===== src/rtl/key_fifo_console_pkg.sv =====
// key_fifo_console_pkg: shared mode and press-event encodings for the FIFO console
package key_fifo_console_pkg;
  typedef enum logic [1:0] {MODE_WR = 2'd0, MODE_RD = 2'd1, MODE_AUTO = 2'd2} mode_e;
  typedef enum logic [1:0] {EV_NONE = 2'd0, EV_SINGLE = 2'd1, EV_DOUBLE = 2'd2} event_e;
  function automatic mode_e next_mode(input mode_e m);
    case (m)
      MODE_WR: return MODE_RD;
      MODE_RD: return MODE_AUTO;
      default: return MODE_WR;
    endcase
  endfunction
endpackage


===== src/rtl/key_fifo_console_press_classifier.sv =====
// key_fifo_console_press_classifier: splits command key presses into single/double events
module key_fifo_console_press_classifier
  import key_fifo_console_pkg::*;
#(
  parameter int CNT_DBL = 3_600_000
) (
  input  logic   clk,
  input  logic   rst,
  input  logic   cmd_pulse_i,
  output event_e event_o,
  output logic   pending_o
);
  localparam int CW = $clog2(CNT_DBL);
  typedef enum logic {S_IDLE, S_WAIT} state_e;
  state_e state_q, state_d;
  logic [CW-1:0] cnt_q, cnt_d;
  always_ff @(posedge clk or negedge rst)
    if (!rst) begin
      state_q <= S_IDLE;
      cnt_q   <= '0;
    end else begin
      state_q <= state_d;
      cnt_q   <= cnt_d;
    end
  // A press landing in the expiry cycle still wins as a double.
  always_comb begin
    state_d = state_q;
    cnt_d   = cnt_q;
    event_o = EV_NONE;
    if (state_q == S_IDLE) begin
      if (cmd_pulse_i) begin
        state_d = S_WAIT;
        cnt_d   = '0;
      end
    end else if (cmd_pulse_i) begin
      state_d = S_IDLE;
      event_o = EV_DOUBLE;
    end else if (cnt_q == CW'(CNT_DBL - 1)) begin
      state_d = S_IDLE;
      event_o = EV_SINGLE;
    end else begin
      cnt_d = cnt_q + CW'(1);
    end
  end
  assign pending_o = state_q == S_WAIT;
endmodule


===== src/rtl/key_fifo_console.sv =====
// key_fifo_console: push-button front end driving a registered-read FIFO in WR/RD/AUTO modes
module key_fifo_console
  import key_fifo_console_pkg::*;
#(
  parameter  int DATA_WIDTH = 8,
  parameter  int CNT_DBL    = 3_600_000,
  parameter  int CNT_AUTO   = 6_000_000,
  localparam int IW         = DATA_WIDTH > 1 ? $clog2(DATA_WIDTH) : 1
) (
  input  logic                  clk,
  input  logic                  rst,
  input  logic                  bit1_pulse_i,
  input  logic                  bit0_pulse_i,
  input  logic                  cmd_pulse_i,
  input  logic                  full_i,
  input  logic                  empty_i,
  input  logic [DATA_WIDTH-1:0] rd_data_i,
  output logic                  wr_en_o,
  output logic                  rd_en_o,
  output logic [DATA_WIDTH-1:0] wr_data_o,
  output logic [DATA_WIDTH-1:0] din_o,
  output logic [IW-1:0]         bit_idx_o,
  output logic [DATA_WIDTH-1:0] dout_o,
  output logic [1:0]            mode_o,
  output logic                  paused_o,
  output logic                  ovf_o,
  output logic                  udf_o,
  output logic                  pending_o
);
  localparam int AW = $clog2(CNT_AUTO);
  event_e ev;
  mode_e mode_q, mode_d;
  logic [DATA_WIDTH-1:0] din_q, din_d, dout_q, dout_d;
  logic [IW-1:0] idx_q, idx_d;
  logic [AW-1:0] tmr_q, tmr_d;
  logic wr_q, wr_d, rd_q, rd_d, cap_q, ovf_q, ovf_d, udf_q, udf_d, pau_q, pau_d;
  logic single, dbl, bit_ev, auto_run, auto_tick;
  key_fifo_console_press_classifier #(.CNT_DBL(CNT_DBL)) u_press_classifier (
    .clk         (clk),
    .rst         (rst),
    .cmd_pulse_i (cmd_pulse_i),
    .event_o     (ev),
    .pending_o   (pending_o)
  );
  assign single    = ev == EV_SINGLE;
  assign dbl       = ev == EV_DOUBLE;
  assign bit_ev    = mode_q == MODE_WR && (bit1_pulse_i ^ bit0_pulse_i);
  assign auto_run  = mode_q == MODE_AUTO && !pau_q;
  assign auto_tick = auto_run && tmr_q == AW'(CNT_AUTO - 1);
  always_comb begin
    mode_d = dbl ? next_mode(mode_q) : mode_q;
    din_d  = din_q;
    if (bit_ev) din_d[idx_q] = bit1_pulse_i;
    wr_d   = single && mode_q == MODE_WR && !full_i;
    rd_d   = ((single && mode_q == MODE_RD) || auto_tick) && !empty_i;
    idx_d  = wr_d ? '0 : bit_ev ? (idx_q == IW'(DATA_WIDTH - 1) ? '0 : idx_q + IW'(1)) : idx_q;
    ovf_d  = dbl ? 1'b0 : ovf_q | (single && mode_q == MODE_WR && full_i);
    udf_d  = dbl ? 1'b0 : udf_q | (single && mode_q == MODE_RD && empty_i);
    pau_d  = dbl ? 1'b0 : pau_q ^ (single && mode_q == MODE_AUTO);
    tmr_d  = dbl ? '0 : auto_run ? (auto_tick ? '0 : tmr_q + AW'(1)) : tmr_q;
    dout_d = cap_q ? rd_data_i : dout_q;
  end
  // cap_q marks the cycle the FIFO presents the word requested by the previous rd_en.
  always_ff @(posedge clk or negedge rst)
    if (!rst) begin
      mode_q <= MODE_WR;
      din_q  <= '0;
      dout_q <= '0;
      idx_q  <= '0;
      tmr_q  <= '0;
      wr_q   <= 1'b0;
      rd_q   <= 1'b0;
      cap_q  <= 1'b0;
      ovf_q  <= 1'b0;
      udf_q  <= 1'b0;
      pau_q  <= 1'b0;
    end else begin
      mode_q <= mode_d;
      din_q  <= din_d;
      dout_q <= dout_d;
      idx_q  <= idx_d;
      tmr_q  <= tmr_d;
      wr_q   <= wr_d;
      rd_q   <= rd_d;
      cap_q  <= rd_q;
      ovf_q  <= ovf_d;
      udf_q  <= udf_d;
      pau_q  <= pau_d;
    end
  assign wr_en_o   = wr_q;
  assign rd_en_o   = rd_q;
  assign wr_data_o = din_q;
  assign din_o     = din_q;
  assign bit_idx_o = idx_q;
  assign dout_o    = dout_q;
  assign mode_o    = mode_q;
  assign paused_o  = pau_q;
  assign ovf_o     = ovf_q;
  assign udf_o     = udf_q;
endmodule


===== config.mk =====
export PLATFORM = sky130hd
export DESIGN_NAME = key_fifo_console
export DESIGN_NICKNAME = d
export VERILOG_FILES = /design/src/rtl/key_fifo_console_pkg.sv /design/src/rtl/key_fifo_console_press_classifier.sv /design/src/rtl/key_fifo_console.sv
export SDC_FILE = /design/constraint.sdc
export NUM_CORES = 1
export LEC_CHECK = 0
export ABC_CLOCK_PERIOD_IN_PS = 5830
export CAP_MARGIN = 15
export CORE_ASPECT_RATIO = 1.5
export CORE_MARGIN = 5
export CORE_UTILIZATION = 40
export DETAILED_ROUTE_END_ITERATION = 10
export RECOVER_POWER = 25
export SYNTH_ARGS = -nofsm -noshare
export SYNTH_HDL_FRONTEND = slang
export SYNTH_SLANG_ARGS = --single-unit

===== constraint.sdc =====
create_clock -name clk -period 5.83 [get_ports clk]
set_clock_uncertainty 0.1 [all_clocks]
set_input_delay 1.166 -clock clk [delete_from_list [all_inputs] [get_ports clk]]
set_output_delay 1.166 -clock clk [all_outputs]
set_load 0.005 [all_outputs]

==> results.toml <==
[critical_path]
critPathMaxFanout = 14
timing.critical_path.required_ns = 5.95
timing.critical_path.slowest_stage_cell = "sky130_fd_sc_hd__ha_1"
critical_path.startpoint_type = "input port"
crit_arrival_ns = 3.37
timing.critical_path.slowest_cell_delay_ns = 0.58
worst-setup-path-type = "in2reg"
critPathBufInv = 1
cp_capture_type = "flip-flop"
path_cells = "clkdlybuf4s50_1 -> ha_1 -> o31a_2 -> nand2_1 -> o41ai_1"
cpLargestDelayFamily = "compound AO/OA/AOI/OAI gates"

[logic_synthesis]
synth.lib_cells_used.distinct = 53
synth_compound_gate_area_share_pct = 14.2
yosysMostFrequentCell = "sky130_fd_sc_hd__dfrtp_1"
synthXorXnorAreaFrac_pct = 3.62
avgSynthCellArea_um2 = 10.0
postSynth.topFlopCell = "sky130_fd_sc_hd__dfrtp_1"
share_of_the_synthesized_area_in_the_top_cell_type_pct = 47.2
mux_contribution_to_synthesized_area_pct = 6.31
postSynthRegisterBits = 73
area_fraction_in_and_or_nand_and_nor_cells_after_synthesis_pct = 22.4
largest_family_of_logic_cells_by_synthesized_area = "simple AND/OR/NAND/NOR gates"
synthesis.area_um2 = 3870
postSynthNetCount = 407
synth.top_cells.by_count = "sky130_fd_sc_hd__dfrtp_1 (73), sky130_fd_sc_hd__nor2_1 (39), sky130_fd_sc_hd__nand2_1 (26), sky130_fd_sc_hd__nand3_1 (24), sky130_fd_sc_hd__o21ai_0 (23)"
synth_fa_ha_area_share_pct = 1.94
synthArstFlopShare_pct = 100
cell_count_after_synthesis = 386
yosysTopAreaCell = "sky130_fd_sc_hd__dfrtp_1"
synth_warnings = 0
number_of_flops_mapped_to_enable_cells_by_yosys = 0
yosysSeqAreaShare_pct = 47.2
yosys-top-cells-area = "sky130_fd_sc_hd__dfrtp_1 (47%), sky130_fd_sc_hd__mux2_2 (5.5%), sky130_fd_sc_hd__nor2_1 (3.8%), sky130_fd_sc_hd__nand3_1 (3.1%), sky130_fd_sc_hd__o21ai_0 (3.0%)"

[global_routing]
global_route.usage.total_pct = 15.7
vias_in_the_first_global_route = 3129
antenna_violations_before_repair = 0
grt_first_pass_wirelength_um = 15100
pin_count_of_the_biggest_net_entering_global_routing = 74
grt-ovfl-total = 0

[power_and_ir_drop]
power_density_nw_per_um2 = 354
ir_drop_uv = 165
power.static_leakage_uw = 0.00192

[detailed_routing]
drc = 0
routed_wirelength_um = 8770
wl_met1_um = 3620
met2RoutedLength_um = 4620
routed.top_layer = "met4"
detail_route.wl_per_cell_um = 16.2
number_of_vias_per_cell_after_detailed_routing = 5.63
drt.antenna.violating_nets = 0
routed-wl-met3_um = 342
first_iter_violations = 149
drt-pass1-iter-count = 4
vias = 3058

[die]
starting_utilization_of_the_core_area_pct = 40.4
floorplan.die.width_um = 90.3
core.rowCount = 44
number_of_primary_i_o_pins = 50
placeableCoreArea_um2 = 9580
design.die.area_um2 = 11800
dieHeight_um = 130

[clock_network]
tritoncts_clock_tree = "yes"
cts-hold-fix-buffers = 0
cts_num_sinks = 73
post-cts-setup-buffers = 0
cts.path.max_buffers = 2
clock-root-buffer = "sky130_fd_sc_hd__clkbuf_16"
cts_made_buffers = 9
clk_pin_slew_ns = 0.06
postCtsResizedCells = 0
htree_num_levels = 3
clock_latency_ns = 0.34

[sta]
report.final.hold_viol_count = 0
max-slew-margin-rel_pct = 39.0
setup_total_neg_slack_ns = 0
maxSlewViolCount = 0
layout_min_cycle_time_ns = 3.25
max_slew.worst_pin.slew_ns = 0.915
final.period_utilization_pct = 55.8
unrepaired_setup_endpoints_after_global_routing = "false"
max_freq_ghz = 0.307
setup-violations-final = 0
setup_ws_final_ns = 2.58

[worst_hold_path]
hold_path.class = "reg2reg"

[placed_design]
detailedPlacementHpwl_um = 6150
port-buffer-count = 49
dp_worst_slack_ns = 2.23
placed_area_um2 = 4360
placedCellCount = 527
gp_routability_congestion = 0.824

[layout]
design_area_um2 = 4710
area_growth_syn_to_layout_pct = 21.7
drive_above_1_share_pct = 11.7
post_layout_nonfiller_instances = 543
final_net_count = 444
antenna_cells = 0

[job]
maxCapViolCount = 0

[outcome]
run_status = "complete, no violations"
[routing by layer]
layer  global-route usage, %  vias up
li1                        -     1494
met2                    28.2       65
met4                    8.76        0
met1                    17.8     1488
met3                    2.63       11
met5                       0        -
[per-stage QoR]
step                utilization [%]  power [uW]  hold WS (ns)
CTS                            49.1        1690         0.283
global placement               45.5        1040         0.260
global route                   49.1        1760         0.316
finish                         49.1        1670         0.282
detailed placement             45.5        1050         0.269
floorplan                         -         865         0.276
[cell families after synthesis]
logic type / after synthesis
AOI/OAI and AO/OA: 81
xor gates and xnor gates: 16
adders and majority gates: 6
buffers and inverters: 30
DFF: 73
muxes: 22
and+or+nand+nor: 158
[worst register-to-register path, stage by stage, from the launching register on]
cell                       delay [ns]
sky130_fd_sc_hd__dfrtp_1         0.41
sky130_fd_sc_hd__ha_1            0.31
sky130_fd_sc_hd__nand4_4         0.17
sky130_fd_sc_hd__or4_2           0.71
sky130_fd_sc_hd__nor4_1          0.59
sky130_fd_sc_hd__a21boi_0        0.20
sky130_fd_sc_hd__o21a_1          0.22
[path summary, 6_finish.rpt]
kind                                        startpoint                      endpoint  slack (ns)  cells past startpoint
hold reg to reg                                rd_en_o                         cap_q        0.28                      0
setup reg to reg           u_press_classifier.cnt_q[0]                      paused_o        3.01                      6
min in group asynchronous                          rst                     dout_o[3]        0.94                      2
hold / removal                                 rd_en_o                         cap_q        0.28                      0
setup / recovery                           cmd_pulse_i  u_press_classifier.cnt_q[19]        2.58                      5
max in group asynchronous                          rst                     tmr_q[10]        4.09                      2
[cells in the final DEF (no fill, tap or decap), types with 7 or more instances in the layout]
cell type / synthesis / layout
sky130_fd_sc_hd__clkdlybuf4s50_1: 0 / 40
sky130_fd_sc_hd__o21ai_0: 23 / 23
sky130_fd_sc_hd__o31ai_1: 13 / 13
sky130_fd_sc_hd__nand3_1: 24 / 24
sky130_fd_sc_hd__xor2_1: 10 / 10
sky130_fd_sc_hd__dfrtp_1: 73 / 73
sky130_fd_sc_hd__mux2_2: 19 / 19
sky130_fd_sc_hd__nor2_1: 39 / 39
sky130_fd_sc_hd__nor4_1: 9 / 9
sky130_fd_sc_hd__dlygate4sd3_1: 0 / 8
sky130_fd_sc_hd__clkbuf_16: 0 / 9
sky130_fd_sc_hd__a31oi_1: 16 / 16
sky130_fd_sc_hd__a21oi_1: 12 / 12
sky130_fd_sc_hd__and3_1: 7 / 7
sky130_fd_sc_hd__nand2_1: 26 / 26
sky130_fd_sc_hd__nand4_1: 14 / 14
[flip-flops by register name (all words and copies together) (netlist names)]
signal / flops
bit_idx_o: 3
cap_q: 1
din_o: 8
dout_o: 8
mode_o: 2
ovf_o: 1
paused_o: 1
rd_en_o: 1
tmr_q: 23
u_press_classifier.cnt_q: 22
u_press_classifier.pending_o: 1
udf_o: 1
wr_en_o: 1
[report_power, final]
| part | internal, uW | leakage, uW | switching (uW) | total (uW) |
|---|---|---|---|---|
| Sequential | 565 | 0.000985 | 83.2 | 648 |
| Combinational | 221 | 0.000774 | 162 | 383 |
| Clock | 420 | 0.000163 | 216 | 636 |
| Total | 1210 | 0.00192 | 461 | 1670 |
[area by class of cell]
| class | count | area (um2) |
|---|---|---|
| fill | 880 | 4870 |
| timing repair buffer | 51 | 500 |
| clock inverter | 6 | 115 |
| inverter | 5 | 18.8 |
| clock buffer | 10 | 229 |
| multi-input combinational | 283 | 1870 |
| sequential | 73 | 1830 |
| tap | 115 | 144 |
Power figures use the tool's default switching activity.
